<file path="config.mk">
export PLATFORM = sky130hd
export DESIGN_NAME = rpc2_ctrl_fifo_gray_ptr
export DESIGN_NICKNAME = d
export VERILOG_FILES = /design/src/rtl/rpc2_ctrl_fifo_gray_ptr.sv
export SDC_FILE = /design/constraint.sdc
export NUM_CORES = 1
export LEC_CHECK = 0
export BUFFER_PORTS_ARGS = -buffer_cell sky130_fd_sc_hd__buf_2
export CAP_MARGIN = 15
export CORE_AREA = 5 5 65 96
export DETAILED_ROUTE_END_ITERATION = 8
export DIE_AREA = 0 0 70 101
export PLACE_DENSITY_LB_ADDON = 0.05
export SLEW_MARGIN = 40
export SYNTH_ARGS = -nofsm -noshare
export SYNTH_HDL_FRONTEND = slang
export SYNTH_SLANG_ARGS = --single-unit
</file>
<file path="constraint.sdc">
create_clock -name clk -period 3.7 [get_ports clk]
set_input_delay 0.185 -clock clk [delete_from_list [all_inputs] [get_ports clk]]
set_output_delay 0.185 -clock clk [all_outputs]
set_load 0.03 [all_outputs]
</file>
<file path="src/rtl/rpc2_ctrl_fifo_gray_ptr.sv">
// rpc2_ctrl_fifo_gray_ptr: one side of the async FIFO.
// It holds the gray pointer, the remote-pointer synchroniser and the registered full/empty/level flags.
module rpc2_ctrl_fifo_gray_ptr #(
    parameter int ADDR_WIDTH    = 8,
    parameter int MODE          = 0,
    parameter int SYNC_STAGES   = 2,
    parameter int ALMOST_THRESH = 4
) (
    input  logic                  clk,
    input  logic                  rst_n,
    input  logic                  clr,
    input  logic                  en,
    input  logic [ADDR_WIDTH:0]   remote_gray_ptr,
    output logic [ADDR_WIDTH-1:0] addr,
    output logic [ADDR_WIDTH:0]   gray_ptr,
    output logic                  flag,
    output logic                  almost_flag,
    output logic [ADDR_WIDTH:0]   level,
    output logic                  accept
);
    localparam int AW = ADDR_WIDTH;
    localparam logic MF = (MODE != 0);
    localparam logic [AW:0] DEPTH = {1'b1, {AW{1'b0}}};
    localparam logic [AW:0] LO_T = (AW+1)'(ALMOST_THRESH);
    localparam logic [AW:0] HI_T = DEPTH - LO_T;

    logic [AW:0] bin_ptr, next_bin, next_gray, rsync, rbin, level_next;
    logic [AW:0] sync_q [SYNC_STAGES];
    logic        flag_next, almost_next;

    assign accept    = en & ~flag;
    assign addr      = bin_ptr[AW-1:0];
    assign next_bin  = bin_ptr + {{AW{1'b0}}, accept};
    assign next_gray = next_bin ^ (next_bin >> 1);
    assign rsync     = sync_q[SYNC_STAGES-1];

    always_comb begin
        rbin = '0;
        for (int i = 0; i <= AW; i++) rbin[i] = ^(rsync >> i);
    end

    // Write side is full when the pointers differ only in their top two gray bits
    assign level_next  = !MF ? next_bin - rbin : rbin - next_bin;
    assign flag_next   = !MF ? next_gray == {~rsync[AW:AW-1], rsync[AW-2:0]} : next_gray == rsync;
    assign almost_next = !MF ? level_next >= HI_T : level_next <= LO_T;

    always_ff @(posedge clk or negedge rst_n) begin
        if (!rst_n) begin
            bin_ptr     <= '0;
            gray_ptr    <= '0;
            level       <= '0;
            flag        <= MF;
            almost_flag <= MF;
            for (int i = 0; i < SYNC_STAGES; i++) sync_q[i] <= '0;
        end else if (clr) begin
            bin_ptr     <= '0;
            gray_ptr    <= '0;
            level       <= '0;
            flag        <= MF;
            almost_flag <= MF;
            for (int i = 0; i < SYNC_STAGES; i++) sync_q[i] <= '0;
        end else begin
            bin_ptr     <= next_bin;
            gray_ptr    <= next_gray;
            level       <= level_next;
            flag        <= flag_next;
            almost_flag <= almost_next;
            sync_q[0]   <= remote_gray_ptr;
            for (int i = 1; i < SYNC_STAGES; i++) sync_q[i] <= sync_q[i-1];
        end
    end
endmodule

</file>
Word level (Yosys, flattened, before mapping). Index checks and enable logic that the tools add are counted.

Register bits after elaboration: 47. Input bits: 13. Output and inout port bits: 29. Logic and storage cells: 30.

Add/subtract/negate cells: 2. Order comparisons: 1. Eq/ne operators: 1. Mux-type cells: 6. Bitwise logic cells: 4. Reduce and logical (&&, ||, !) cells: 9.

Operator list (count): $reduce_xor A9 Y1 (9); $mux W9 (3); $mux W18 (1); $add A9 B1 Y9 (1); $eq A9 B9 Y1 (1); $ge A9 B8 Y1 const B (1); $sub A9 B9 Y9 (1); $xor A9 B8 Y9 (1); $mux W1 (2); $not A2 Y2 (1); $and A1 B1 Y1 (1); $not A1 Y1 (1).

Logic depth before layout (Yosys ltp). Gate-level depths: netlist (run 1).

Depth after elaboration: 6. Depth in mapped cells: 15. Mapped depth without buffers: 15.

Least setup slack after synthesis (run 1). OpenSTA, ideal clock, no wires.

Path type: reg2reg. Start: register flag. End: register almost_flag. Library setup time: 83 ps. Arrival: 3768 ps. Required time: 3617 ps. Setup slack: -151 ps. Stages on the path, launching flop included: 14. Path buffers: 0. Period minus slack after synthesis: 3851 ps. Cell sequence: dfrtp_1 nor2b_1 ha_1 nand2_1 xor2_1 inv_1 ha_1 nor2b_1 o21a_1 o311ai_1 nand3_2 xnor2_1 or4_1 o22ai_1.

Word-level cells in the longest chain between the ends: 6.

RTL lines: from (decl) (line 16) `output logic flag,`; from (signal assigned) (line 66) `flag <= flag_next;`; $not A1 Y1 (line 31) `assign accept = en & ~flag;`; $and A1 B1 Y1 (line 31); named net accept (line 19) `output logic accept`; $add A9 B1 Y9 (line 33) `assign next_bin = bin_ptr + {{AW{1'b0}}, accept};`; $sub A9 B9 Y9 (line 43) `assign level_next = !MF ? next_bin - rbin : rbin - next_bin;`; $ge A9 B8 Y1 (line 45) `assign almost_next = !MF ? level_next >= HI_T : level_next <= LO_T;`; $mux W1 (line 55) `end else if (clr) begin`; to (signal assigned) (line 67) `almost_flag <= almost_next;`; to (decl) (line 17) `output logic almost_flag,`.

The timed path passes the listed nets, and every way through them passes these cells.

Worst setup path after layout (run 1).
Start: register sync_q (netlist bit rsync[6]). End: register almost_flag.

Word-level cells in the longest chain between the ends: 4. Elaborated cells on any way between the ends: 10.

RTL lines: from (decl) (line 28) `logic [AW:0] sync_q [SYNC_STAGES];`; $reduce_xor A9 Y1 (line 39) `for (int i = 0; i <= AW; i++) rbin[i] = ^(rsync >> i);`; $sub A9 B9 Y9 * (line 43); $ge A9 B8 Y1 * (line 45); $mux W1 * (line 55).

Mark *: on every way between the ends. The rest lies on a longest branch, timed or not.

==> results_dict.tcl, run 1 <==
set metrics [dict create \
    status "finished, final reports clean" \
    post-route-drc-count 0 \
    syn_area_mm2 0.00230 \
    criticalPathCategory "flip-flop to flip-flop" \
    path_cells "xor3_2 > xnor2_4 > xnor2_2 > xor2_2 > xor2_2 > xor2_1 > ha_2 > fa_2 > nor2b_2 > o21a_1 > o311ai_2 > nand3_2 > xnor2_1 > or4_1 > o22ai_1" \
    synthesis.instances 216 \
    vias_per_cell 4.56 \
    dpl-instance-area_mm2 0.00272 \
    row_count 33 \
    finClkSkew_ns 0.00307 \
    syn_nets 238 \
    seqCellArea_mm2 0.00115 \
    ant_nets 0 \
    cts_made_buffers 5 \
    initial_utilization_pct 42.9 \
    start_kind "flip-flop" \
    maxCapViolCount 0 \
    nets 300 \
    detail_route.first_pass.iterations 4 \
    cp_top_family "XOR/XNOR gates" \
    grt_max_degree 47 \
    fin_ws_ns 0.0585 \
    setup-violations-final 0 \
    numPortBuffers 41 \
    coreArea_mm2 0.00537 \
    die_h_um 101 \
    drt-initial-drc-count 37 \
    wire_per_inst_um 12.3 \
    period_share_pct 98.4 \
    die_x_um 70 \
    cp_max_fo 3 \
    cts_tree "done" \
    grt_pass1_wl_mm 7.45 \
    async_reset_ff_share_pct 100 \
    clock_sinks 46 \
    ys_ff_latch 46 \
    dpl_worst_slack_ns -0.129 \
    clk_path_buf_depth 2 \
    avgSynthCellArea_um2 10.7 \
    syn_to_final_growth_pct 24.3 \
    layout-drive-gt1-share_pct 30.1 \
    crit_path_end_kind "flip-flop" \
    max-vdd-ir-drop_v 0.000357 \
    hold_path_class "primary input to flip-flop" \
    gp_congestion 0.762 \
    io_pins 42 \
    synth_warnings 0 \
    multi_input_comb_area_mm2 0.00113 \
    synth-edff-count 0 \
    slew_headroom_pct 63.7 \
    nFillCells 533 \
    seq_area_frac_synth_pct 50.0 \
    required_ns 3.92 \
    finalCriticalPeriod_ns 3.64 \
    leakagePower_nw 1.44 \
    arrival_ns 3.86 \
    grt_usage_pct 13.4 \
    fin_area_mm2 0.00286 \
    crit_buf_inv 0 \
    final_max_slew_viol_count 0 \
    htreeDepth 2 \
    clk_latency_ns 0.30 \
    antenna_cells 0 \
    max_freq_mhz 275 \
    clk_pin_slew_worst_paths_ns 0.08 \
    die_area_mm2 0.00707 \
    cp_slowest_stage_delay_ns 0.50 \
    synth.distinct_cells 40 \
    cts-root-buf "clkbuf_8" \
    rsz0062_at_grt "true" \
    path_common_cell "xor2_2" \
    slowest_stage "xor3_2" \
    power.density_mw_per_mm2 430 \
    dp_hpwl_mm 3.18 \
    finalHoldViolCount 0 \
    ys.flop_type "dfrtp_1" \
    via_count 1592 \
    wl_mm 4.31 \
    antenna_found_initial 0 \
    worst_pin_slew_ns 0.545 \
    grt_remaining_overflow 0 \
    grt_pass1_vias 1601 \
    final_core_util_pct 53.3 \
]
through the flow:
step,TNS (ns),total power [W],hold slack [ns],instances
finish,0,0.00123,0.104,349
detailed placement,-0.203,0.000920,0.218,338
global route,-0.346,0.00131,0.0952,349
floorplan,-0.0182,0.000807,-0.111,216
CTS,0,0.00124,0.0973,347
global placement,-0.00943,0.000919,0.403,338
registers in the layout (all words and copies together), names as in the netlist:
name         count
bin_ptr          9
level            9
rsync            9
sync_q           9
gray_ptr         8
almost_flag      1
flag             1
where the power goes:
group	internal [W]	switching (W)
sequential	0.000540	0.0000129
combinational	0.000158	0.000209
clock	0.000151	0.000160
total	0.000849	0.000382
routing by layer:
layer | track usage, % | vias up | share of wire (%)
met3 | 3.39 | 7 | 5.4
met2 | 23.6 | 37 | 51
met5 | 0 | - | 0
met4 | 5.31 | 0 | 1.7
li1 | - | 813 | -
met1 | 15.6 | 735 | 42
final cells by class:
| cell class | count | share of cell area (%) |
|---|---|---|
| clock inverters | 1 | 0.175 |
| repair buffers | 60 | 12.4 |
| well taps | 70 | 3.06 |
| clock buffers | 7 | 3.02 |
| inverters | 12 | 1.57 |
| flip-flops and latches | 46 | 40.2 |
| multi-input cells | 153 | 39.5 |
timing repair:
item	CTS	global route
setup endpoints to repair	2	3
hold buffers	1	0
pin swaps	9	4
cloned	0	0
gates resized for setup	3	1
setup buffers	0	2
endpoints found under the hold margin	46	0
cell usage in the layout (no fill, tap or decap), types with 2 or more instances in the layout:
| cell | n |
|---|---|
| dfrtp_1 | 46 |
| buf_2 | 39 |
| nor2_1 | 30 |
| nor2b_1 | 20 |
| buf_4 | 20 |
| xnor2_1 | 19 |
| xor2_1 | 13 |
| inv_1 | 12 |
| nand2_1 | 9 |
| nand3_1 | 7 |
| ha_1 | 7 |
| clkbuf_8 | 6 |
| nand2b_1 | 5 |
| o21ai_0 | 4 |
| xor2_2 | 3 |
| a21oi_1 | 3 |
| nor3_1 | 3 |
| nand3_2 | 2 |
| nor2b_2 | 2 |
| and2_1 | 2 |
cells in the mapped netlist, drive strengths merged, types with 2 or more instances:
master,n,share of area (%)
xor2,16,6.7
a21oi,3,0.65
buf,3,0.49
nand3,9,2.4
nor2,30,4.9
o21ai,4,0.87
and2,2,0.54
nand2b,5,1.4
nand2,9,1.5
ha,8,4.4
clkbuf,2,0.33
nor3,3,0.65
nor2b,22,6.0
xnor2,21,8.8
inv,12,2.0
dfrtp,46,50
cell families after synthesis:
family | share of synthesized area, %
AOI/OAI and AO/OA | 4.79
xor gates and xnor gates | 16.6
adders and majority gates | 5.66
buffers and inverters | 2.77
DFF | 50.0
muxes | 0.924
and+or+nand+nor | 19.2
final timing paths:
path / from / endpoint / slack, ns / cells after the start
worst min-delay path: remote_gray_ptr[0] / sync_q[9] / 0.10 / 2
min in group asynchronous: rst_n / gray_ptr[1] / 0.42 / 2
worst max-delay path: rsync[6] / almost_flag / 0.06 / 15
worst min register to register: sync_q[16] / rsync[7] / 0.46 / 1
max in group asynchronous: rst_n / rsync[7] / 2.92 / 2
worst max register to register: rsync[6] / almost_flag / 0.06 / 15
Power figures use the tool's default switching activity.
==> inputs of run 2 (changes only) <==
--- a/config.mk
+++ b/config.mk
@@ -7,10 +7,11 @@
 export LEC_CHECK = 0
 export BUFFER_PORTS_ARGS = -buffer_cell sky130_fd_sc_hd__buf_2
 export CAP_MARGIN = 15
-export CORE_AREA = 5 5 65 96
+export CORE_AREA = 5 5 62 92
 export DETAILED_ROUTE_END_ITERATION = 8
-export DIE_AREA = 0 0 70 101
-export PLACE_DENSITY_LB_ADDON = 0.05
+export DIE_AREA = 0 0 67 97
+export PLACE_DENSITY_LB_ADDON = 0.15
+export SKIP_LAST_GASP = 1
 export SLEW_MARGIN = 40
 export SYNTH_ARGS = -nofsm -noshare
 export SYNTH_HDL_FRONTEND = slang
==> results_dict.tcl, run 2 (synthesized netlist as in run 1, its figures left out) <==
set metrics [dict create \
    status "finished, final reports clean" \
    wl_mm 4.22 \
    dpl_worst_slack_ns -0.125 \
    hold_path_class "primary input to flip-flop" \
    power_w 0.00126 \
    die_h_um 97 \
    grt_pass1_vias 1635 \
    setup_tns_ns 0 \
    clkPwrFrac_pct 24.8 \
    antenna_found_initial 0 \
    max_freq_mhz 274 \
    fin_ws_ns 0.0508 \
    antenna_cells 0 \
    wire_per_inst_um 12.2 \
    numPortBuffers 41 \
    syn_to_final_growth_pct 25.7 \
    drt-initial-drc-count 43 \
    pwr-share-seq_pct 44.0 \
    grt_pass1_wl_mm 7.29 \
    layout-drive-gt1-share_pct 31.0 \
    coreArea_mm2 0.00477 \
    fin_area_mm2 0.00289 \
    clk_pin_slew_worst_paths_ns 0.08 \
    holdWs_ns 0.102 \
    sw_frac_of_total_pct 31.0 \
    required_ns 3.92 \
    internal_power_w 0.000867 \
    nets 302 \
    crit_buf_inv 0 \
    path_cells "xor3_2 > xnor2_4 > xnor2_2 > xor2_2 > xor2_2 > xor2_1 > ha_2 > fa_2 > nor2b_2 > o21a_1 > nor2_1 > xnor2_1 > xnor2_1 > or4_1 > o22ai_1" \
    post-route-drc-count 0 \
    clk_path_buf_depth 2 \
    finalHoldViolCount 0 \
    final_cell_mix "dfrtp_1, buf_2, nor2_1, nor2b_1, buf_4" \
    arrival_ns 3.87 \
    grt_remaining_overflow 0 \
    finalCriticalPeriod_ns 3.65 \
    via_count 1622 \
    row_count 31 \
    power.switching_w 0.000390 \
    cp_top_family "XOR/XNOR gates" \
    slew_headroom_pct 60.8 \
    cp_max_fo 3 \
    grt_usage_pct 14.5 \
    cp_slowest_stage_delay_ns 0.50 \
    htreeDepth 2 \
    worst_pin_slew_ns 0.584 \
    die_area_mm2 0.00650 \
    final_max_slew_viol_count 0 \
    dp_hpwl_mm 3.15 \
    power.density_mw_per_mm2 435 \
    cts-root-buf "clkbuf_8" \
    max-vdd-ir-drop_v 0.000258 \
    gp_congestion 0.765 \
    maxCapViolCount 0 \
    cts_made_buffers 5 \
    final_common_cell "dfrtp_1" \
    leakagePower_nw 1.45 \
    slowest_stage "xor3_2" \
    criticalPathCategory "flip-flop to flip-flop" \
    grt_max_degree 47 \
    detail_route.first_pass.iterations 4 \
    io_pins 42 \
    start_kind "flip-flop" \
    finClkSkew_ns 0.00453 \
    rsz0062_at_grt "true" \
    clk_latency_ns 0.29 \
    period_share_pct 98.6 \
    clock_sinks 46 \
    initial_utilization_pct 48.2 \
    cts_tree "done" \
    crit_path_end_kind "flip-flop" \
    vias_per_cell 4.67 \
    die_x_um 67 \
    ant_nets 0 \
    setup-violations-final 0 \
    pwr-share-comb_pct 31.2 \
    dpl-instance-area_mm2 0.00272 \
]
==> run 2: changes by cell type in the layout (fill, tap and decap cells not counted), sizes merged <==
cell / change
buf: +2
clkinvlp: +1
clkbuf: -1
==> run 2: layer usage <==
| metal | share of wire (%) | up-vias | global-route usage [%] | wire (um) |
|---|---|---|---|---|
| met5 | 0 | - | 0 | 0 |
| met1 | 40 | 762 | 16.4 | 1670 |
| met3 | 5.3 | 6 | 3.24 | 224 |
| met4 | 1.8 | 0 | 5.63 | 75 |
| met2 | 53 | 38 | 25.6 | 2250 |
| li1 | - | 816 | - | - |
==> run 2: timing repair <==
item | CTS | global route
endpoints found under the setup margin | 2 | 2
gates resized for setup | 3 | 1
hold buffers | 1 | 0
gates cloned | 0 | 0
setup buffers | 3 | 0
hold endpoints to repair | 46 | 0
pin swaps | 11 | 1
==> run 2: worst paths after layout <==
check | from | depth (start not counted) | end | slack [ns]
max in group asynchronous | rst_n | 2 | rsync[3] | 2.90
worst max-delay path | rsync[6] | 15 | almost_flag | 0.05
min in group asynchronous | rst_n | 2 | gray_ptr[1] | 0.42
worst min register to register | sync_q[16] | 1 | rsync[7] | 0.46
worst min-delay path | remote_gray_ptr[4] | 2 | sync_q[13] | 0.10
worst max register to register | rsync[6] | 15 | almost_flag | 0.05
==> run 2: final cells by class <==
class                           count  area (um2)
Clock buffer                        6        82.6
Tap cell                           66        82.6
Sequential cell                    46        1150
Inverter                           12        45.0
Multi-Input combinational cell    153        1130
Fill cell                         427        1880
Timing Repair Buffer               62         388
Clock inverter                      2        12.5
==> run 2: stage by stage <==
step | utilization (%) | std cells
floorplan | - | 216
global placement | 56.9 | 334
detailed placement | 56.9 | 334
CTS | 59.9 | 346
global route | 60.6 | 347
finish | 60.6 | 347
==> run 2: power groups by stage <==
stage / Clock (W) / Combinational [W] / Sequential (W)
floorplan: 0 / 0.000178 / 0.000628
global placement: 0 / 0.000366 / 0.000563
detailed placement: 0 / 0.000371 / 0.000564
CTS: 0.000324 / 0.000394 / 0.000554
global route: 0.000346 / 0.000434 / 0.000559
finish: 0.000312 / 0.000392 / 0.000553
==> run 2: worst register-to-register path, delay by kind of cell, from the launching register on <==
family	cells	cell delay, ns
xor gates and xnor gates	8	1.70
DFF	1	0.35
AOI/OAI and AO/OA	2	0.30
and+or+nand+nor	3	0.67
adders and majority gates	2	0.54
==> inputs of run 3 (changes only) <==
--- a/config.mk
+++ b/config.mk
@@ -7,10 +7,11 @@
 export LEC_CHECK = 0
 export BUFFER_PORTS_ARGS = -buffer_cell sky130_fd_sc_hd__buf_2
 export CAP_MARGIN = 15
-export CORE_AREA = 5 5 62 92
+export CORE_AREA = 5 5 77 114
 export DETAILED_ROUTE_END_ITERATION = 8
-export DIE_AREA = 0 0 67 97
+export DIE_AREA = 0 0 82 119
 export PLACE_DENSITY_LB_ADDON = 0.15
+export RECOVER_POWER = 50
 export SKIP_LAST_GASP = 1
 export SLEW_MARGIN = 40
 export SYNTH_ARGS = -nofsm -noshare
==> results_dict.tcl, run 3 (synthesized netlist as in run 1, its figures left out) <==
set metrics [dict create \
    status "finished with violations" \
    violations "max-capacitance violations, max-slew violations" \
    final_max_slew_viol_count 47 \
    holdPathStages 2 \
    rr_startpoint "rsync[8]" \
    grt_usage_pct 10.7 \
    via_count 1619 \
    slew_headroom_pct -62.1 \
    dpl-instance-area_mm2 0.00277 \
    layout-drive-gt1-share_pct 30.1 \
    die_x_um 82 \
    grt_pass1_vias 1654 \
    nFillCells 779 \
    vias_per_cell 4.22 \
    initial_utilization_pct 30.2 \
    antenna_cells 0 \
    min_to "sync_q[15]" \
    final_cell_mix "dfrtp_1, buf_2, nor2_1, buf_4, nor2b_1" \
    seqCellArea_mm2 0.00115 \
    wl_mm 4.68 \
    drt-initial-drc-count 60 \
    power.density_mw_per_mm2 466 \
    die_area_mm2 0.00976 \
    criticalPathCategory "flip-flop to flip-flop" \
    clock_sinks 46 \
    rsz0062_at_grt "true" \
    cts-root-buf "clkbuf_16" \
    wire_per_inst_um 12.2 \
    cp_max_fo 3 \
    finalCriticalPeriod_ns 3.66 \
    timing.hold.worst.start "remote_gray_ptr[6]" \
    gp_congestion 0.778 \
    worst_pin_slew_ns 2.43 \
    hold_path_class "primary input to flip-flop" \
    row_count 39 \
    dp_hpwl_mm 3.44 \
    cts_made_buffers 5 \
    reg2reg_slack_ns 0.04 \
    numPortBuffers 41 \
    finClkSkew_ns 0.00713 \
    syn_to_final_growth_pct 29.0 \
    rr_endpoint "almost_flag" \
    fin_area_mm2 0.00297 \
    detail_route.first_pass.iterations 4 \
    setup-violations-final 0 \
    power_w 0.00138 \
    grt_max_degree 47 \
    period_share_pct 98.9 \
    clk_pin_slew_worst_paths_ns 0.06 \
    clk_latency_ns 0.29 \
    final_common_cell "dfrtp_1" \
    max_freq_mhz 273 \
    die_h_um 119 \
    coreArea_mm2 0.00761 \
    reg2reg_depth 15 \
    htreeDepth 2 \
    crit_path_end_kind "flip-flop" \
    grt_remaining_overflow 0 \
    arrival_ns 3.87 \
    ant_nets 0 \
    clk_path_buf_depth 2 \
    max-vdd-ir-drop_v 0.000235 \
    multi_input_comb_area_mm2 0.00112 \
    antenna_found_initial 0 \
    grt_pass1_wl_mm 7.92 \
    leakagePower_nw 1.47 \
    fin_cells 384 \
    nets 303 \
    finalHoldViolCount 0 \
    io_pins 42 \
    required_ns 3.91 \
    cts_tree "done" \
    placed_cells 371 \
    maxCapViolCount 1 \
    post-route-drc-count 0 \
    start_kind "flip-flop" \
]
## run 3: cell types whose count changed in the layout (fill, tap and decap cells not counted), sizes merged
| cell | before | now |
|---|---|---|
| clkbuf | 6 | 7 |
## run 3: power breakdown
part | total, W | internal (W) | switching (W)
Clock | 0.000451 | 0.000267 | 0.000183
Sequential | 0.000555 | 0.000541 | 0.0000138
Combinational | 0.000378 | 0.000168 | 0.000210
## run 3: cell type report
type                    instances  area share, %
flip-flops and latches         46           38.8
multi-input cells             153           37.7
repair buffers                 63           12.6
clock buffers                   6           4.68
well taps                     102           4.30
inverters                      12           1.52
clock inverters                 2          0.422
## run 3: through the flow
stage	hold slack [ns]	setup slack [ns]	util (%)	setup TNS (ns)
6_report	0.115	0.0413	39.0	0
4_1_cts	0.110	0.00464	38.9	0
3_3_place_gp	0.401	-0.0559	36.3	-0.0559
5_1_grt	0.113	-0.237	39.0	-0.354
3_5_place_dp	0.235	-0.150	36.4	-0.249
2_1_floorplan	-0.111	-0.0182	-	-0.0182
## run 3: worst max path at each step
stage	start	endpoint	slack, ns	cells after the start
3_3_place_gp	rsync[6]	almost_flag	-0.06	15
6_report	rsync[8]	almost_flag	0.04	15
4_1_cts	rsync[8]	almost_flag	0.005	15
2_1_floorplan	rsync[7]	almost_flag	-0.02	15
3_5_place_dp	rsync[6]	almost_flag	-0.15	15
5_1_grt	rsync[8]	almost_flag	-0.24	15
## run 3: per-layer routing
| layer | routed length (um) | GRT usage, % |
|---|---|---|
| met1 | 1950 | 12.7 |
| met2 | 2420 | 17.7 |
| met3 | 195 | 2.64 |
| met4 | 116 | 4.89 |
| met5 | 0 | 0 |
## run 3: repair_timing
item	in CTS	in global routing
pin swaps	9	0
endpoints found under the hold margin	46	0
resized for setup	2	1
endpoints found under the setup margin	2	3
setup buffers	3	1
hold buffers	1	0
## run 3: critical path, cell delays in order (launching register included)
cell and delay (ns):
dfrtp_1 0.36, xor3_2 0.51, xnor2_4 0.16, xnor2_2 0.22, xor2_2 0.22, xor2_2 0.20
xor2_1 0.18, ha_2 0.22, fa_2 0.21, nor2b_2 0.05, o21a_1 0.20, o311ai_2 0.26
nand3_2 0.13, xnor2_1 0.15, or4_1 0.41, o22ai_1 0.12
